`config.mk`:
```
export PLATFORM = sky130hd
export DESIGN_NAME = systolic_skew_feeder
export DESIGN_NICKNAME = d
export VERILOG_FILES = /design/src/rtl/gemma_acc_pkg.sv /design/src/rtl/skew_delay_line.sv /design/src/rtl/systolic_skew_feeder.sv
export SDC_FILE = /design/constraint.sdc
export NUM_CORES = 1
export LEC_CHECK = 0
export BUFFER_PORTS_ARGS = -buffer_cell sky130_fd_sc_hd__buf_4
export CORE_MARGIN = 2
export CORE_UTILIZATION = 51
export DETAILED_ROUTE_END_ITERATION = 8
export GPL_ROUTABILITY_DRIVEN = 0
export MAX_ROUTING_LAYER = met4
export PLACE_DENSITY = 0.78
export SYNTH_ARGS = -nofsm -noshare
export SYNTH_HDL_FRONTEND = slang
export SYNTH_SLANG_ARGS = --single-unit
export TNS_END_PERCENT = 5
```
`constraint.sdc`:
```
create_clock -name clk -period 2.1 [get_ports clk]
set_clock_uncertainty 0.15 [all_clocks]
set_input_delay 0.105 -clock clk [delete_from_list [all_inputs] [get_ports clk]]
set_output_delay 0.105 -clock clk [all_outputs]
set_load 0.005 [all_outputs]
```
`src/rtl/gemma_acc_pkg.sv`:
```
// Purpose : shared constants for the int8 systolic accelerator (array size, widths, feeder FSM encoding).
// Latency : n/a (declarations only).
// Backpressure: n/a.
package gemma_acc_pkg;

  localparam int DEFAULT_ARRAY_N     = 4;
  localparam int DEFAULT_DATA_WIDTH  = 8;
  localparam int DEFAULT_ACCUM_WIDTH = 32;

  typedef logic [2:0] feed_state_t;

  localparam logic [2:0] ST_IDLE  = 3'd0;
  localparam logic [2:0] ST_CLEAR = 3'd1;
  localparam logic [2:0] ST_FEED  = 3'd2;
  localparam logic [2:0] ST_FLUSH = 3'd3;
  localparam logic [2:0] ST_DONE  = 3'd4;

  // Cycles of zero injection after the last beat before PE(N-1,N-1) holds its final sum.
  function automatic int flush_cycles(input int n);
    return 2 * n - 1;
  endfunction

endpackage

```
`src/rtl/skew_delay_line.sv`:
```
// Purpose : fixed-depth shift register delaying one edge lane.
// Latency : DEPTH cycles from din to dout.
// Backpressure: none; shifts every cycle.
// Ports: clk, rst (sync, active-high), din (lane input), dout (oldest stage).
module skew_delay_line #(
  parameter int DEPTH      = 1,
  parameter int DATA_WIDTH = 8
) (
  input  logic                  clk,
  input  logic                  rst,
  input  logic [DATA_WIDTH-1:0] din,
  output logic [DATA_WIDTH-1:0] dout
);

  logic [DATA_WIDTH-1:0] stage [DEPTH];

  always_ff @(posedge clk) begin
    if (rst) begin
      for (int i = 0; i < DEPTH; i++) stage[i] <= '0;
    end else begin
      stage[0] <= din;
      for (int i = 1; i < DEPTH; i++) stage[i] <= stage[i-1];
    end
  end

  assign dout = stage[DEPTH-1];

endmodule

```
`src/rtl/systolic_skew_feeder.sv`:
```
// Purpose : feeds the west/north edges of an N x N pe_int8 grid with diagonal skew, clears and flushes per tile.
// Latency : beat accepted at edge T reaches edge lane i after edge T+i; tile_done after edge T_last+2N-1.
// Backpressure: in_ready high only in FEED; IDLE/CLEAR/FLUSH/DONE hold off the producer.
// Ports: clk, rst (sync, active-high); in_valid/in_ready/in_last/in_west_vec/in_north_vec beat input;
//        west_edge/north_edge/accum_reset to the grid; busy, tile_done, beat_count, k_overflow status.
module systolic_skew_feeder
  import gemma_acc_pkg::*;
#(
  parameter int ARRAY_N    = DEFAULT_ARRAY_N,
  parameter int DATA_WIDTH = DEFAULT_DATA_WIDTH,
  parameter int MAX_K      = 256,
  localparam int CNT_W     = $clog2(MAX_K + 1),
  localparam int VEC_W     = ARRAY_N * DATA_WIDTH
) (
  input  logic             clk,
  input  logic             rst,
  input  logic             in_valid,
  output logic             in_ready,
  input  logic             in_last,
  input  logic [VEC_W-1:0] in_west_vec,
  input  logic [VEC_W-1:0] in_north_vec,
  output logic [VEC_W-1:0] west_edge,
  output logic [VEC_W-1:0] north_edge,
  output logic             accum_reset,
  output logic             busy,
  output logic             tile_done,
  output logic [CNT_W-1:0] beat_count,
  output logic             k_overflow
);

  localparam int FL_W = $clog2(2 * ARRAY_N);
  localparam logic [FL_W-1:0]  FLUSH_LEN = FL_W'(flush_cycles(ARRAY_N));
  localparam logic [CNT_W-1:0] MAX_K_C   = CNT_W'(MAX_K);

  feed_state_t     state;
  logic [FL_W-1:0] flush_cnt;
  logic            hs;

  assign hs = in_valid && (state == ST_FEED);

  // All control outputs are decodes of the state register, so none has a path from the inputs.
  assign in_ready    = (state == ST_FEED);
  assign busy        = (state != ST_IDLE);
  assign tile_done   = (state == ST_DONE);
  assign accum_reset = (state == ST_CLEAR);

  always_ff @(posedge clk) begin
    if (rst) begin
      state      <= ST_IDLE;
      flush_cnt  <= '0;
      beat_count <= '0;
      k_overflow <= 1'b0;
    end else begin
      case (state)
        // The beat that wakes us is left on the bus and taken in FEED.
        ST_IDLE: if (in_valid) state <= ST_CLEAR;
        ST_CLEAR: begin
          beat_count <= '0;
          k_overflow <= 1'b0;
          state      <= ST_FEED;
        end
        ST_FEED: begin
          if (hs) begin
            if (beat_count == MAX_K_C) k_overflow <= 1'b1;
            else                       beat_count <= beat_count + 1'b1;
            if (in_last) begin
              flush_cnt <= FLUSH_LEN;
              state     <= ST_FLUSH;
            end
          end
        end
        ST_FLUSH: begin
          flush_cnt <= flush_cnt - 1'b1;
          if (flush_cnt == FL_W'(1)) state <= ST_DONE;
        end
        ST_DONE: state <= ST_IDLE;
        default: state <= ST_IDLE;
      endcase
    end
  end

  // Non-handshake cycles push zeros into both edges alike, keeping A/B alignment and adding 0 in the MACs.
  for (genvar g = 0; g < ARRAY_N; g++) begin : g_lane
    logic [DATA_WIDTH-1:0] west_din;
    logic [DATA_WIDTH-1:0] north_din;

    assign west_din  = hs ? in_west_vec[g*DATA_WIDTH +: DATA_WIDTH]  : '0;
    assign north_din = hs ? in_north_vec[g*DATA_WIDTH +: DATA_WIDTH] : '0;

    skew_delay_line #(.DEPTH(g + 1), .DATA_WIDTH(DATA_WIDTH)) u_west (
      .clk  (clk),
      .rst  (rst),
      .din  (west_din),
      .dout (west_edge[g*DATA_WIDTH +: DATA_WIDTH])
    );

    skew_delay_line #(.DEPTH(g + 1), .DATA_WIDTH(DATA_WIDTH)) u_north (
      .clk  (clk),
      .rst  (rst),
      .din  (north_din),
      .dout (north_edge[g*DATA_WIDTH +: DATA_WIDTH])
    );
  end

endmodule
```
==> results of run 1 <==
-- tightest hold or removal path: cells and delay by family --
kind	cells	cell delay (ns)
buffers and inverters	2	0.61
AND/OR/NAND/NOR	1	0.10
-- cells in the mapped netlist, drive strengths merged --
library cell | instances | share of area
and4 | 1 | 0.0016
nand2 | 6 | 0.0041
and3 | 3 | 0.0034
nor3b | 1 | 0.0023
a211o | 1 | 0.0016
or2 | 1 | 0.0011
dfxtp | 176 | 0.64
inv | 7 | 0.0048
a32oi | 1 | 0.0016
clkbuf | 20 | 0.015
buf | 44 | 0.061
nand2b | 3 | 0.0034
or3 | 1 | 0.0011
xnor2 | 1 | 0.0016
nor4b | 2 | 0.0055
nor2b | 96 | 0.11
o22a | 1 | 0.0016
nand3 | 3 | 0.0027
or3b | 2 | 0.0032
o22ai | 1 | 0.0011
or4b | 1 | 0.0025
a311oi | 1 | 0.0016
o21a | 2 | 0.0027
and2 | 67 | 0.076
nor2 | 11 | 0.0089
ha | 4 | 0.0091
a21oi | 10 | 0.0091
nand4bb | 1 | 0.0020
a211oi | 2 | 0.0050
nor4 | 1 | 0.0011
nor3 | 5 | 0.0045
a31oi | 2 | 0.0023
nand3b | 1 | 0.0014
nand4 | 2 | 0.0023
a41oi | 1 | 0.0016
a221o | 1 | 0.0018
o21ai | 3 | 0.0027
-- logic make-up (layout without fill, tap and decap cells) --
kind of cell	after synthesis	count (layout)	synth area share
fa+ha+maj	4	4	0.009089
simple gates	208	208	0.2363
flops	176	176	0.6399
buf+inv	71	255	0.08044
compound gates	26	26	0.03272
xor+xnor	1	1	0.001591
-- power by group --
group,switching (mW),leakage (nW),internal [mW]
Clock,1.28,0.278,1.75
Sequential,0.0154,1.42,3.37
Combinational,0.134,1.67,0.224
Total,1.43,3.37,5.35
-- layer usage --
layer  share of wire  vias to the layer above  GRT usage  routed length, um
met1            0.43                     1661     0.2284               4640
met3           0.055                       17    0.05145                591
met4           0.020                        0    0.08059                213
li1                -                     1828          -                  -
met2            0.50                      128     0.3248               5363
met5               0                        -          -                  0
-- path summary, 6_finish.rpt --
| path | to | slack (ns) | cells past startpoint |
|---|---|---|---|
| max reg2reg | beat_count[7] | 0.14 | 6 |
| min reg2reg | g_lane[3].u_north.stage[0][15] | 0.28 | 1 |
| max | accum_reset | 0.14 | 3 |
| min | g_lane[1].u_north.stage[0][6] | 0.17 | 3 |
-- sequential cells by signal (all words and copies together), names as in the netlist --
signal / flops
k_overflow: 1
g_lane.u_west.stage: 80
state: 3
beat_count: 9
flush_cnt: 3
g_lane.u_north.stage: 80
-- cell type report --
class,instances,area share
clock buffers,19,0.05634
multi-input cells,239,0.2010
repair buffers,217,0.2378
clock inverters,12,0.01927
inverters,7,0.003429
flip-flops and latches,176,0.4600
well taps,136,0.02221
-- repair_timing --
| item | in CTS | in global routing |
|---|---|---|
| hold endpoints to repair | 70 | 0 |
| resized for setup | 0 | 1 |
| setup endpoints to repair | 0 | 1 |
| hold buffers | 67 | 0 |
-- per-stage QoR --
step | total power, mW | util
2_1_floorplan | 3.576 | -
3_3_place_gp | 3.706 | 0.6155
3_5_place_dp | 3.714 | 0.6155
4_1_cts | 6.829 | 0.7355
5_1_grt | 7.026 | 0.7356
6_report | 6.771 | 0.7356
==> summary.md, run 1 <==
| Metric | Value |
|---|---|
| Syn Inst Count | a little under 500 |
| Non-filler cells, final | roughly 810 |
| Initial antenna violation count | 0 |
| Die W | 107.9 um |
| Post-CTS setup buffer count | 0 |
| Synth warn | 0 |
| Post-layout worst setup margin | 0.1404 ns |
| DRC viols | 0 |
| GRT overflow | 0 |
| Drt via density | around 4.5 |
| Drt initial violations | 94 |
| Tightest Pin Transition | 0.6285 ns |
| Status | finished, final reports clean |
| WHS | 0.1710 ns |
| Syn Nets | 558 |
| P_leak | 3.368 nW |
| RR Startpoint | beat_count[0] |
| Overall die area | 11640 um^2 |
| Maxcap violations | 0 |
| Clk_lat worst skew | 0.52 ns |
| Setup slack at placement | 0.1784 ns |
| Sink Count | 176 |
| Pin count of the biggest net entering global routing | 63 |
| Seq/Total Area, Yosys | 0.6399 |
| Yosys cell types | 42 |
| CP Cell Sequence | or3b_2, inv_1, buf_4 |
| HP Class | input pin to flop |
| Relative slew slack | 0.5810 |
| Core ar. | 10420 um^2 |
| Fillers | just under 700 |
| DRT antenna net count | 0 |
| Max Transition Viols Final | 0 |
| Final setup vio count | 0 |
| Final Cycle Share | 0.9331 |
| Wire per inst | 13.41 um |
| Fin area | 7662 um^2 |
| CTS max path bufs | 2 |
| CTS tree | done |
| CP Max Fanout | 11 |
| Critical path class | flop to output port |
| Clk pin slew, worst setup/hold paths | 0.07 ns |
| CP max stage delay | ~0.50 ns |
| CP top delay family | simple AND/OR/NAND/NOR gates |
| # IOs | 146 |
| Crit path arrival time | 1.70 ns |
| Count of final hold-check violations | 0 |
| Final setup TNS | 0 ns |
| Unrepaired setup endpoints after global routing | no |
| Type of origin of the critical path | flop |
| Register area | 3525 um^2 |
| Inserted Clock Buffers | 17 |
| Critical Path RT | 1.85 ns |
| Share of post-route cells with drive strength above 1 | 0.2836 |
| Placed Cells | 708 |
| Peak supply drop | 0.5369 mV |
| GRT Total Usage | 0.1968 |
| # H-tree levels | 4 |
| Die Y | 107.9 um |
| CP Launch Point | state[0] |
| Root Driver | clkbuf_8 |
| Synth Area per Inst | 11.33 um^2 |
| PwrDens | between 800 and 900 nW/um^2 |
| Initial Utilization | 0.5286 |
| Commonest non-fill, non-tap cell in the layout | dfxtp_1 |
| Final nets | 730 |
| First-pass GRT wire length | 16.96 mm |
| Post-DP Area | 6411 um^2 |
| Footprint of the multi-input gates | 1540 um^2 |
| Worst hold start | in_north_vec[14] |
| Buf/Inv on CP | 2 |
| Synth Register Bits | 176 |
| Total wire length | 10.81 mm |
| CP max stage cell | or3b_2 |
| I/O Buffers | 145 |
| Area delta synth->final | 39.15% |
| Synthesized area | between 5000 and 6000 um^2 |
| Drt first pass iters | 4 |
| Antenna diodes | 0 |
| Crit path capture type | output port |
| Fmax achieved | 0.5103 GHz |
| Tmin final | 1.960 ns |
| Commonest non-fill, non-tap cells in the layout | dfxtp_1 (175), buf_4 (148), nor2b_1 (96) |
| Number of global-route vias before repair | 3605 |
| Row cnt | 37 |
| Final HPWL from detailed placement | 6.385 mm |
| Vias | 3634 |
Note: power is estimated with default switching activity, not from simulation.
==> inputs of run 2 (changes only) <==
==> constraint.sdc (replaced) <==
create_clock -name clk -period 2.1 [get_ports clk]
set_clock_uncertainty 0.15 [all_clocks]
set_input_delay 0.105 -clock clk [delete_from_list [all_inputs] [get_ports clk]]
set_output_delay 0.105 -clock clk [all_outputs]
set_load 0.05 [all_outputs]
==> summary.md, run 2 (same netlist as run 1, synthesis figures left out) <==
| Metric | Value |
|---|---|
| Buf/Inv on CP | 2 (unchanged) |
| Unrepaired setup endpoints after global routing | no (unchanged) |
| Crit path capture type | output port (unchanged) |
| Final nets | 730 (unchanged) |
| Core ar. | 10420 um^2 (unchanged) |
| First-pass GRT wire length | 16.96 mm (unchanged) |
| Final setup vio count | 0 (unchanged) |
| GRT overflow | 0 (unchanged) |
| Final setup TNS | 0 ns (unchanged) |
| Initial Utilization | 0.5286 (unchanged) |
| Die Y | 107.9 um (unchanged) |
| Relative slew slack | 0.5820 (was 0.5810) |
| I/O Buffers | 145 (unchanged) |
| Critical Path RT | 1.85 ns (about the same) |
| Tmin final | 1.974 ns (was 1.960 ns) |
| CP top delay family | simple AND/OR/NAND/NOR gates (unchanged) |
| Final HPWL from detailed placement | 6.385 mm (unchanged) |
| Drt via density | 4.525 (was 4.509) |
| Fmax achieved | 0.5066 GHz (was 0.5103 GHz) |
| CP max stage cell | or3b_2 (unchanged) |
| DRT antenna net count | 0 (unchanged) |
| Count of final hold-check violations | 0 (unchanged) |
| Inserted Clock Buffers | 17 (unchanged) |
| Design Power | 6.828 mW (was 6.771 mW) |
| Crit path arrival time | 1.72 ns (was 1.70 ns) |
| GRT Total Usage | 0.1968 (unchanged) |
| Initial antenna violation count | 0 (unchanged) |
| DRC viols | 0 (unchanged) |
| # H-tree levels | 4 (unchanged) |
| Area delta synth->final | 39.31% (was 39.15%) |
| Row cnt | 37 (unchanged) |
| P_leak | 3.369 nW (was 3.368 nW) |
| Tightest Pin Transition | 0.6271 ns (was 0.6285 ns) |
| Drt first pass iters | 4 (unchanged) |
| Drt initial violations | 94 (unchanged) |
| PwrDens | 890.1 nW/um^2 (was 883.7 nW/um^2) |
| Number of global-route vias before repair | 3605 (unchanged) |
| Die W | 107.9 um (unchanged) |
| Overall die area | 11640 um^2 (unchanged) |
| Critical path class | flop to output port (unchanged) |
| Pin count of the biggest net entering global routing | 63 (unchanged) |
| Commonest non-fill, non-tap cells in the layout | dfxtp_1 (175), buf_4 (147), nor2b_1 (96) (was dfxtp_1 (175), buf_4 (148), nor2b_1 (96)) |
| CP Cell Sequence | or3b_2, inv_2, buf_6 (was or3b_2, inv_1, buf_4) |
| CP max stage delay | 0.54 ns (was 0.50 ns) |
| Status | finished, final reports clean (unchanged) |
| Commonest non-fill, non-tap cell in the layout | dfxtp_1 (unchanged) |
| Wire per inst | 13.44 um (was 13.41 um) |
| Vias | 3647 (was 3634) |
| Maxcap violations | 0 (unchanged) |
| Share of post-route cells with drive strength above 1 | 0.2851 (was 0.2836) |
| CTS max path bufs | 2 (unchanged) |
| Total wire length | 10.83 mm (was 10.81 mm) |
| # IOs | 146 (unchanged) |
| HP Class | input pin to flop (unchanged) |
| Clk pin slew, worst setup/hold paths | 0.07 ns (about the same) |
| Sink Count | 176 (unchanged) |
| Clk_lat worst skew | 0.52 ns (about the same) |
| Peak supply drop | 0.5374 mV (was 0.5369 mV) |
| Final Cycle Share | 0.9400 (was 0.9331) |
| Type of origin of the critical path | flop (unchanged) |
| Regs by FF count | g_lane.u_north.stage: 80 flops, g_lane.u_west.stage: 80 flops, beat_count: 9 flops (unchanged) |
| Antenna diodes | 0 (unchanged) |
| CP Max Fanout | 11 (unchanged) |
| Max Transition Viols Final | 0 (unchanged) |
| CTS tree | done (unchanged) |
| Root Driver | clkbuf_8 (unchanged) |
run 2: cell counts in the layout (fill, tap and decap cells not counted):
No cell type changed its count.
run 2: path summary, 6_finish.rpt:
kind	depth (start not counted)	from	to	slack, ns
worst max-delay path	3	state[2]	accum_reset	0.13
worst min-delay path	3	in_north_vec[14]	g_lane[1].u_north.stage[0][6]	0.17
worst max register to register	4	state[2]	beat_count[7]	0.15
worst min register to register	1	g_lane[3].u_north.stage[0][7]	g_lane[3].u_north.stage[0][15]	0.28
run 2: timing repair:
| item | in CTS | in global routing |
|---|---|---|
| buffers inserted | 0 | 0 |
| resized for setup | 1 | 4 |
| endpoints found under the setup margin | 1 | 2 |
| endpoints found under the hold margin | 70 | 0 |
| hold buffers | 67 | 0 |
run 2: tightest hold or removal path, delay by kind of cell:
kind / cells / cell delay [ns]
buffers and inverters: 2 / 0.61
and+or+nand+nor: 1 / 0.10
run 2: power by group:
part           switching [mW]  total [mW]  internal, mW
logic                   0.188       0.416         0.228
registers              0.0153        3.39          3.37
clock network            1.28        3.02          1.75
total                    1.48        6.83          5.35
run 2: per-stage QoR:
| step | setup slack [ns] | hold slack (ns) | cell area, um^2 | util | std cells |
|---|---|---|---|---|---|
| 6_report | 0.1260 | 0.1711 | 7671 | 0.7365 | 806 |
| 5_1_grt | 0.04325 | 0.1791 | 7671 | 0.7365 | 806 |
| 4_1_cts | 0.03329 | 0.1553 | 7662 | 0.7356 | 806 |
| 3_5_place_dp | 0.1784 | 0.1595 | 6411 | 0.6155 | 708 |
| 3_3_place_gp | 0.2544 | 0.1558 | 6411 | 0.6155 | 708 |
| 2_1_floorplan | 0.1223 | 0.07671 | 5507 | - | 486 |
run 2: routing by layer:
metal / share of wire / vias to the layer above / GRT usage / wire, um
met5: 0 / - / - / 0
met4: 0.021 / 0 / 0.08059 / 224
met3: 0.058 / 19 / 0.05145 / 626
met2: 0.50 / 138 / 0.3248 / 5368
met1: 0.43 / 1660 / 0.2284 / 4612
li1: - / 1830 / - / -
run 2: layout make-up:
| cell class | count | area [um^2] |
|---|---|---|
| Sequential cell | 176 | 3527 |
| Fill cell | 680 | 2745 |
| Timing Repair Buffer | 217 | 1826 |
| Multi-Input combinational cell | 239 | 1543 |
| Clock buffer | 19 | 431.7 |
| Tap cell | 136 | 170.2 |
| Clock inverter | 12 | 147.6 |
| Inverter | 7 | 26.28 |
==> inputs of run 3 (changes only) <==
CTS_CLUSTER_SIZE = 25   (was not set)
PLACE_DENSITY = not set   (was 0.78)
PLACE_DENSITY_LB_ADDON = 0.1   (was not set)
==> summary.md, run 3 (same netlist as run 1, synthesis figures left out) <==
| Metric | Value |
|---|---|
| Critical Path RT | 1.85 ns (about the same) |
| CTS max path bufs | 2 (unchanged) |
| Area delta synth->final | 38.92% (was 39.31%) |
| Clock network fraction of design power | 0.436 (was 0.443) |
| Unrepaired setup endpoints after global routing | no (unchanged) |
| Register area | 3526 um^2 (was 3527 um^2) |
| First-pass GRT wire length | 15.84 mm (was 16.96 mm) |
| # IOs | 146 (unchanged) |
| Share of post-route cells with drive strength above 1 | 0.2861 (was 0.2851) |
| Sw frac | 0.2375 (was 0.2167) |
| Final Cycle Share | 0.9486 (was 0.9400) |
| Footprint of the multi-input gates | 1540 um^2 (was 1543 um^2) |
| Drt via density | 4.486 (was 4.525) |
| Critical path class | flop to output port (unchanged) |
| Drt initial violations | 113 (was 94) |
| Initial antenna violation count | 0 (unchanged) |
| DRC viols | 0 (unchanged) |
| Crit path arrival time | 1.74 ns (was 1.72 ns) |
| Relative slew slack | 0.6265 (was 0.5820) |
| Design Power | 6.734 mW (was 6.828 mW) |
| Die Y | 107.9 um (unchanged) |
| PwrDens | 880.3 nW/um^2 (was 890.1 nW/um^2) |
| Pin count of the biggest net entering global routing | 62 (was 63) |
| Hold path depth | 3 (unchanged) |
| Vias | 3620 (was 3647) |
| Sequential share of power | 0.503 (was 0.496) |
| HP Class | input pin to flop (unchanged) |
| Drt first pass iters | 4 (unchanged) |
| Crit path capture type | output port (unchanged) |
| Non-filler cells, final | 807 (was 806) |
| Internal Power | 5.135 mW (was 5.348 mW) |
| Number of global-route vias before repair | 3432 (was 3605) |
| GRT Total Usage | 0.1816 (was 0.1968) |
| Clk pin slew, worst setup/hold paths | 0.07 ns (about the same) |
| Final setup TNS | 0 ns (unchanged) |
| P_sw | 1.599 mW (was 1.480 mW) |
| Met3 Use GR | 0.05569 (was 0.05145) |
| Internal reg-to-reg setup slack | 0.20 ns (was 0.15 ns) |
| Combinational power share | 0.060 (was 0.061) |
| CP Max Fanout | 11 (unchanged) |
| Final HPWL from detailed placement | 6.123 mm (was 6.385 mm) |
| Clk_lat worst skew | 0.51 ns (was 0.52 ns) |
| DRT antenna net count | 0 (unchanged) |
| Commonest non-fill, non-tap cell in the layout | dfxtp_1 (unchanged) |
| P_leak | 3.367 nW (was 3.369 nW) |
| # H-tree levels | 4 (unchanged) |
| Tightest Pin Transition | 0.5603 ns (was 0.6271 ns) |
| I/O Buffers | 145 (unchanged) |
| Fillers | 743 (was 680) |
| Met2 GRT Util | 0.2862 (was 0.3248) |
| Final setup vio count | 0 (unchanged) |
| Inserted Clock Buffers | 17 (unchanged) |
| Antenna diodes | 0 (unchanged) |
| Busiest layer in global routing | met2 (unchanged) |
| Wire per inst | 12.42 um (was 13.44 um) |
| Fmax achieved | 0.5020 GHz (was 0.5066 GHz) |
| Sink Count | 176 (unchanged) |
| Peak supply drop | 0.5068 mV (was 0.5374 mV) |
| Die W | 107.9 um (unchanged) |
| Final nets | 730 (unchanged) |
| Placed Cells | 707 (was 708) |
| Root Driver | clkbuf_8 (unchanged) |
| Max Transition Viols Final | 0 (unchanged) |
| Reg2Reg Depth | 4 (unchanged) |
| Met1 usage | 0.2195 (was 0.2284) |
| Initial Utilization | 0.5286 (unchanged) |
| Row cnt | 37 (unchanged) |
| Regs by FF count | g_lane.u_north.stage: 80 flops, g_lane.u_west.stage: 80 flops, beat_count: 9 flops (unchanged) |
| GRT overflow | 0 (unchanged) |
| Commonest non-fill, non-tap cells in the layout | dfxtp_1 (174), buf_4 (148), nor2b_1 (96) (was dfxtp_1 (175), buf_4 (147), nor2b_1 (96)) |
| Total wire length | 10.02 mm (was 10.83 mm) |
| Type of origin of the critical path | flop (unchanged) |
| Maxcap violations | 0 (unchanged) |
| CTS tree | done (unchanged) |
| Count of final hold-check violations | 0 (unchanged) |
| Tmin final | 1.992 ns (was 1.974 ns) |
| Status | finished, final reports clean (unchanged) |
| Overall die area | 11640 um^2 (unchanged) |
| Core ar. | 10420 um^2 (unchanged) |
-- run 3: cell count changes in the layout (fill, tap and decap cells not counted), moves of 2 or more --
cell,change
bufinv_16,-2
clkinv_8,+3
dfxtp_2,+2
inv_8,+4
-- run 3: cell type report --
cell class / instances / area share
Sequential cell: 176 / 0.4609
Multi-Input combinational cell: 239 / 0.2013
Tap cell: 136 / 0.02224
Clock buffer: 17 / 0.05414
Inverter: 7 / 0.003435
Clock inverter: 15 / 0.02110
Timing Repair Buffer: 217 / 0.2368
-- run 3: critical path, cell delays in order, from the launching register on --
cell	delay (ns)
dfxtp_2	0.42
or3b_2	0.50
inv_1	0.11
buf_4	0.20
-- run 3: power by group through the flow --
stage	Clock [mW]	Combinational [mW]	Sequential [mW]
2_1_floorplan	0	0.152	3.48
3_3_place_gp	0	0.294	3.46
6_report	2.94	0.406	3.39
3_5_place_dp	0	0.299	3.47
5_1_grt	3.15	0.437	3.39
4_1_cts	3.01	0.403	3.39
-- run 3: per-stage QoR --
step / util / cell area [um^2] / worst slack [ns] / hold WS [ns]
floorplan: - / 5507 / 0.1223 / 0.07671
global placement: 0.6136 / 6391 / 0.2646 / 0.1562
detailed placement: 0.6136 / 6391 / 0.1840 / 0.1587
CTS: 0.7343 / 7649 / 0.009840 / 0.1627
global route: 0.7344 / 7650 / 0.001467 / 0.1657
finish: 0.7344 / 7650 / 0.1080 / 0.1840
-- run 3: worst paths after layout --
path | startpoint | endpoint
max | state[0] | accum_reset
min | in_north_vec[12] | g_lane[1].u_north.stage[0][4]
max reg2reg | state[2] | beat_count[7]
min reg2reg | g_lane[3].u_north.stage[0][14] | g_lane[3].u_north.stage[0][22]
-- run 3: repair_timing --
action	CTS	global route
hold buffers	68	0
setup buffers	0	0
hold endpoints to repair	72	0
endpoints found under the setup margin	1	1
resized for setup	1	1
pin swaps	0	0
-- run 3: layer usage --
metal	vias to the layer above	part of all wire
met5	-	0
met4	0	0.019
met3	17	0.067
met2	133	0.49
met1	1639	0.42
li1	1831	-
